## src/rtl/quiz_round_ctrl.sv

```systemverilog
// quiz_round_ctrl: two-player quiz round controller with lockout, timeout and saturating scores
//   clk, rst                  clock, synchronous active-high reset
//   start, bank_sel           round start pulse (IDLE/DONE only), bank latched on accepted start
//   exp_ans                   expected one-hot answer for current q_idx/bank
//   joy_left, joy_right       player joystick levels; a press is a 0 -> nonzero transition
//   q_idx, bank               current question address for the external table
//   asking, hit_left/right    ASK indicator, per-question result flags held in RESULT
//   score_left/right          saturating binary scores
//   done, winner              round finished; 01 left, 10 right, 11 tie
module quiz_round_ctrl #(
    parameter int NUM_Q      = 9,
    parameter int ANS_W      = 9,
    parameter int TIMEOUT    = 1000,
    parameter int RESULT_CYC = 50,
    parameter int SC_W       = 4,
    localparam int QW        = NUM_Q > 1 ? $clog2(NUM_Q) : 1
) (
    input  logic             clk,
    input  logic             rst,
    input  logic             start,
    input  logic             bank_sel,
    input  logic [ANS_W-1:0] exp_ans,
    input  logic [ANS_W-1:0] joy_left,
    input  logic [ANS_W-1:0] joy_right,
    output logic [QW-1:0]    q_idx,
    output logic             bank,
    output logic             asking,
    output logic             hit_left,
    output logic             hit_right,
    output logic [SC_W-1:0]  score_left,
    output logic [SC_W-1:0]  score_right,
    output logic             done,
    output logic [1:0]       winner
);
    localparam int TW = $clog2(TIMEOUT + 1);
    localparam int RW = $clog2(RESULT_CYC + 1);

    typedef enum logic [1:0] {IDLE, ASK, RESULT, DONE} state_t;

    state_t            state_q;
    logic [ANS_W-1:0]  prev_l_q, prev_r_q;
    logic              lock_l_q, lock_r_q, lock_l_d, lock_r_d;
    logic [TW-1:0]     timer_q;
    logic [RW-1:0]     rcnt_q;
    logic [QW-1:0]     q_idx_q;
    logic              bank_q, asking_q, hit_l_q, hit_r_q, done_q;
    logic [SC_W-1:0]   sc_l_q, sc_r_q, sc_l_d, sc_r_d;
    logic [1:0]        winner_q;
    logic              ev_l, ev_r, good_l, good_r, timeout, res_end, last_q;

    assign q_idx       = q_idx_q;
    assign bank        = bank_q;
    assign asking      = asking_q;
    assign hit_left    = hit_l_q;
    assign hit_right   = hit_r_q;
    assign score_left  = sc_l_q;
    assign score_right = sc_r_q;
    assign done        = done_q;
    assign winner      = winner_q;

    always_comb begin
        ev_l     = joy_left != '0 && prev_l_q == '0;
        ev_r     = joy_right != '0 && prev_r_q == '0;
        // x & (x-1) == 0 with x != 0 means exactly one bit set
        good_l   = ev_l && !lock_l_q && joy_left == exp_ans && (joy_left & (joy_left - ANS_W'(1))) == '0;
        good_r   = ev_r && !lock_r_q && joy_right == exp_ans && (joy_right & (joy_right - ANS_W'(1))) == '0;
        lock_l_d = lock_l_q | (ev_l && !good_l);
        lock_r_d = lock_r_q | (ev_r && !good_r);
        sc_l_d   = (good_l && sc_l_q != '1) ? sc_l_q + SC_W'(1) : sc_l_q;
        sc_r_d   = (good_r && sc_r_q != '1) ? sc_r_q + SC_W'(1) : sc_r_q;
        timeout  = timer_q == TW'(TIMEOUT - 1);
        res_end  = rcnt_q == RW'(RESULT_CYC - 1);
        last_q   = q_idx_q == QW'(NUM_Q - 1);
    end

    always_ff @(posedge clk) begin
        if (rst) begin
            state_q  <= IDLE;
            prev_l_q <= '0;
            prev_r_q <= '0;
            lock_l_q <= 1'b0;
            lock_r_q <= 1'b0;
            timer_q  <= '0;
            rcnt_q   <= '0;
            q_idx_q  <= '0;
            bank_q   <= 1'b0;
            asking_q <= 1'b0;
            hit_l_q  <= 1'b0;
            hit_r_q  <= 1'b0;
            sc_l_q   <= '0;
            sc_r_q   <= '0;
            done_q   <= 1'b0;
            winner_q <= 2'b00;
        end else begin
            prev_l_q <= joy_left;
            prev_r_q <= joy_right;
            case (state_q)
                IDLE, DONE: begin
                    if (start) begin
                        state_q  <= ASK;
                        asking_q <= 1'b1;
                        done_q   <= 1'b0;
                        winner_q <= 2'b00;
                        bank_q   <= bank_sel;
                        q_idx_q  <= '0;
                        sc_l_q   <= '0;
                        sc_r_q   <= '0;
                        timer_q  <= '0;
                        lock_l_q <= 1'b0;
                        lock_r_q <= 1'b0;
                    end
                end
                ASK: begin
                    timer_q  <= timer_q + TW'(1);
                    lock_l_q <= lock_l_d;
                    lock_r_q <= lock_r_d;
                    sc_l_q   <= sc_l_d;
                    sc_r_q   <= sc_r_d;
                    hit_l_q  <= good_l;
                    hit_r_q  <= good_r;
                    // a correct press in the timeout cycle is still scored above
                    if (good_l || good_r || (lock_l_d && lock_r_d) || timeout) begin
                        state_q  <= RESULT;
                        asking_q <= 1'b0;
                        rcnt_q   <= '0;
                    end
                end
                RESULT: begin
                    rcnt_q <= rcnt_q + RW'(1);
                    if (res_end) begin
                        hit_l_q  <= 1'b0;
                        hit_r_q  <= 1'b0;
                        lock_l_q <= 1'b0;
                        lock_r_q <= 1'b0;
                        if (last_q) begin
                            state_q  <= DONE;
                            done_q   <= 1'b1;
                            winner_q <= sc_l_q > sc_r_q ? 2'b01 : sc_l_q < sc_r_q ? 2'b10 : 2'b11;
                        end else begin
                            state_q  <= ASK;
                            asking_q <= 1'b1;
                            q_idx_q  <= q_idx_q + QW'(1);
                            timer_q  <= '0;
                        end
                    end
                end
                default: state_q <= IDLE;
            endcase
        end
    end
endmodule

```

## config.mk

```make
export PLATFORM = sky130hd
export DESIGN_NAME = quiz_round_ctrl
export DESIGN_NICKNAME = d
export VERILOG_FILES = /design/src/rtl/quiz_round_ctrl.sv
export SDC_FILE = /design/constraint.sdc
export NUM_CORES = 1
export LEC_CHECK = 0
export ABC_AREA = 0
export BUFFER_PORTS_ARGS = -buffer_cell sky130_fd_sc_hd__buf_2
export CAP_MARGIN = 10
export CORE_ASPECT_RATIO = 0.75
export CORE_UTILIZATION = 45
export DETAILED_ROUTE_END_ITERATION = 10
export PLACE_DENSITY = 0.77
export SLEW_MARGIN = 20
export SYNTH_ARGS = -nofsm -noshare
export SYNTH_HDL_FRONTEND = slang
export SYNTH_SLANG_ARGS = --single-unit
```

## constraint.sdc

```tcl
create_clock -name clk -period 4.2 [get_ports clk]
set_input_delay 0.84 -clock clk [delete_from_list [all_inputs] [get_ports clk]]
set_output_delay 0.84 -clock clk [all_outputs]
set_load 0.005 [all_outputs]
```

Word-level counts from Yosys, hierarchy flattened
Cells that the tools add are included.
Widths: inputs -> output; s select.

storage, ports and cells
  bits in registers = 57
  input port bits = 31
  output and inout bits = 19
  word-level logic and storage cells = 127

operators by class
  add/subtract/negate cells = 7
  magnitude comparators = 2
  equal/unequal tests = 17
  mux-type cells = 39
  bitwise logic cells = 4
  reductions and logical operators = 42

operators with widths
  cell                   count
  $logic_not 9->1        4
  $mux 10                3
  $pmux 10 s3            1
  $pmux 4 s2             3
  $mux 4                 5
  $and 9x9->9            2
  $eq 9x9->1             2
  $reduce_bool 9->1      2
  $sub 9x1->9 const B    2
  $mux 2                 8
  $ne 2x2->1 const B     7
  $logic_and 1x1->1      13
  $add 4x1->4 const B    3
  $pmux 6 s2             1
  $reduce_and 3->1       4
  $reduce_and 4->1       3
  $add 10x1->10 const B  1
  $eq 10x10->1 const B   1
  $mux 1                 9
  $pmux 1 s3             3
  $ne 4x4->1 const B     2
  $reduce_and 2->1       4
  $add 6x1->6 const B    1
  $eq 6x6->1 const B     1
  other kinds (15)       26

Depth between registers and ports, before layout
  depth after elaboration = 13
  mapped depth = 9
  mapped depth without buffers = 8

Worst setup path after synthesis
OpenSTA, ideal clock, no wires.

  path type = in2reg
  start = in joy_left[0]
  end = reg rcnt_q[3]
  setup time = 122 ps
  arrival = 2659 ps
  data required time = 4078 ps
  path slack = 1419 ps
  cell stages on the path = 7
  path buffers = 1
  path through = buf_2 > or4_4 > a21oi_2 > o22ai_2 > o31ai_1 > o22ai_1 > a311o_1

between the ends
  word-level cells in the longest chain between the ends = 13
  elaborated cells on any way between the ends = 18
  those cells by class = add/sub (1); eq/ne (2); bitwise (2); reduce/logical (13)

ends and longest elaborated chain
  what                                                 RTL line  text
  start, declared                                      23        input logic [ANS_W-1:0] joy_left,
  branches (longest 9 deep; another with $sub 9x1->9)  -
  $logic_or 1x1->1 (*) (2 in a row)                    122       if (good_l || good_r || (lock_l_d && lock_r_d) || timeout) begin
  $ne 2x2->1 (no source line) (*)                      -
  $reduce_and 2->1 (no source line) (*)                -
  end signal, assigned                                 129       rcnt_q <= rcnt_q + RW'(1);
  end, declared                                        44        logic [RW-1:0] rcnt_q;

Every way passes the cells marked *.
A chain may end at the register's enable or synchronous reset.

Final worst setup path
  start = in joy_left[1]
  end = reg rcnt_q[5]

Same word-level chain as after synthesis.

==> metrics.csv <==
stage,metric,value,unit
setup_path,worst_setup_path_end_kind,register,
route,via_per_inst,5.80,
global_routing,grt_max_degree,42,
power_and_ir_drop,power.density,378,nW/um^2
clocking,root_buffer,clkbuf_8,
yosys,avgSynthCellArea,8.45,um^2
yosys,syn_inst,373,
clocking,cts-hold-fix-buffers,0,
yosys,synth_edf_count,0,
power_and_ir_drop,p_leak,1.41,nW
route,drc_errors,0,
finish,area_growth,15.4,%
status,status,completed,
die,fp.dieH,74.5,um
global_routing,grtUsageTotal,0.223,
yosys,synthArstFlopShare,0,
yosys,synth_area,3150,um^2
clocking,htree_num_levels,3,
clocking,cts_tree,done,
placement,io_buffer_count,49,
clocking,path_clk_slew,70,ps
placement,placed_cells,495,
timing,tns,0,ps
timing,max-slew-margin-rel,0.463,
die,dieWidth,98.7,um
setup_path,required,4430,ps
finish,stdcell_count,511,
hold_path,min_from,winner[1]$_SDFFE_PP0P_,
global_routing,grt_overflow,0,
yosys,ys_types,61,
route,dr.first_iter.drc_count,175,
placement,post-place-ws,1140,ps
timing,finClkSkew,11.1,ps
finish,drive_above_1_share,0.176,
die,io_pins,50,
global_routing,busiest_layer,met2,
power_and_ir_drop,fin_total_pwr,1.37,mW
placement,place.gp.congestion,0.854,
die,rows,26,
setup_path,crit_path_max_fanout,8,
route,wire_per_inst,15.3,um
finish,fillCellCount,627,
finish,antennaDiodeCount,0,
global_routing,grtUsageMet1,0.295,
timing,rsz0062_at_grt,no,
route,antenna_left,0,
route,wl,7.79,mm
finish,multi_input_area,1890,um^2
job,cap_violations,0,
timing,finalCritPeriodShare,0.651,
yosys,synth-seq-cells,57,
yosys,ys.flop_type,dfxtp_1,
timing,slew_violations,0,
setup_path,cp-startpoint,joy_left[1],
clocking,clk_latency,340,ps
timing,fin_ws,1470,ps
clocking,cts.sink_count,57,
clocking,cts_resized,0,
timing,worstMarginPinSlew,798,ps
timing,max_freq,366,MHz
global_routing,use_met2,0.354,
route,drt_first_pass_iters,4,
clocking,clk_path_buf_depth,2,
hold_path,hold_path_class,reg -> reg,
die,die_area,7350,um^2
global_routing,grt_first_pass_wirelength,12.8,mm
die,coreArea,6800,um^2
timing,finalHoldViolCount,0,
timing,setup_viol,0,
timing,min_period,2740,ps
die,initial_core_util,0.464,
setup_path,start_kind,input port,
placement,dpl.hpwl,5.60,mm
yosys,yosysWarnings,0,
setup_path,critPathKind,in -> reg,
power_and_ir_drop,ir_worst_vdd,202,uV
setup_path,worstPathArrival,2960,ps
clocking,postCtsSetupRepairBufs,0,
clocking,cts_made_buffers,9,
finish,nets,467,
global_routing,antenna_found_initial,0,
yosys,seq_area_frac_synth,0.362,
global_routing,use_met3,0.0536,
setup_path,worstReg2RegStart,state_q[1]$_SDFFE_PP0P_,
route,vias,2962,
yosys,synth_nets,418,
finish,register_area,1140,um^2
global_routing,grt_pass1_vias,2725,
[area by class of cell]
| class | count | area share |
|---|---|---|
| clock buffer | 13 | 0.0437 |
| tap | 84 | 0.0289 |
| multi-input combinational | 285 | 0.521 |
| inverter | 19 | 0.0196 |
| sequential | 57 | 0.314 |
| clock inverter | 3 | 0.00413 |
| timing repair buffer | 50 | 0.0695 |
[worst paths after layout]
path / to / slack (ps) / cells after the start
setup / recovery: rcnt_q[5]$_SDFFE_PP0P_ / 1470 / 7
hold / removal: winner[1]$_SDFFE_PP0P_ / 460 / 2
setup reg to reg: rcnt_q[4]$_SDFFE_PP0P_ / 1600 / 7
hold reg to reg: winner[1]$_SDFFE_PP0P_ / 460 / 2
[power by group]
group | total [mW] | switching [mW] | leakage [nW] | internal [mW]
combinational | 0.326 | 0.214 | 0.851 | 0.112
clock | 0.458 | 0.215 | 0.0932 | 0.244
sequential | 0.590 | 0.0215 | 0.465 | 0.568
total | 1.37 | 0.450 | 1.41 | 0.924
[per-layer routing]
metal	part of all wire	routed length (um)
met4	0.013	99
met5	0	0
met2	0.45	3530
met3	0.040	311
met1	0.49	3850
[synthesized netlist by cell type, drive strengths merged (4+ instances only)]
cell	number	area share
inv	19	0.023
xnor2	4	0.011
o21ai	25	0.040
xor2	16	0.044
nor2b	21	0.042
a21oi	29	0.047
nand2	22	0.026
nor4	13	0.026
a211oi	4	0.011
or4	7	0.019
nand3	11	0.017
nand3b	4	0.0095
nand4	5	0.0099
nor2	27	0.032
nor3	19	0.030
ha	14	0.056
clkbuf	11	0.013
nand4b	4	0.011
and3	4	0.0079
dfxtp	57	0.36
or3	6	0.012
[registers in the layout, indices dropped and copies added, names as in the netlist]
name,flops
prev_l_q,9
lock_l_q,1
winner,2
state_q,2
score_left,4
prev_r_q,9
asking,1
q_idx,4
score_right,4
bank,1
rcnt_q,6
hit_left,1
timer_q,10
done,1
hit_right,1
lock_r_q,1
[cell usage in the layout (no fill, tap or decap), types with 5 or more instances in the layout]
master	n
a21oi_1	28
buf_2	49
clkbuf_8	11
dfxtp_1	57
ha_1	14
inv_1	18
nand2_1	22
nand3_1	11
nand4_1	5
nor2_1	27
nor2b_1	21
nor3_1	19
nor4_1	13
o21ai_0	23
or3_1	6
or4_1	5
xor2_1	16
[critical path, cell delays in order]
cell	delay, ps
buf_2	140
or4_1	570
nor3_1	220
o21ai_0	160
a32oi_1	490
nand2_1	190
a221o_1	350
[through the flow]
step | hold WS (ps) | util | instance area, um^2
after detailed placement | 453 | 0.510 | 3460
after CTS | 462 | 0.535 | 3640
final | 458 | 0.535 | 3640
after floorplan | 440 | - | 3150
after global routing | 488 | 0.535 | 3640
after global placement | 443 | 0.510 | 3460
[kinds of logic after synthesis]
| logic type | count (synthesis) | synth area share |
|---|---|---|
| compound gates | 92 | 0.206 |
| flops | 57 | 0.362 |
| mux | 2 | 0.00675 |
| xor+xnor | 20 | 0.0556 |
| fa+ha+maj | 14 | 0.0556 |
| buf+inv | 31 | 0.0373 |
| simple gates | 157 | 0.277 |
(Power assumes the default switching activity.)
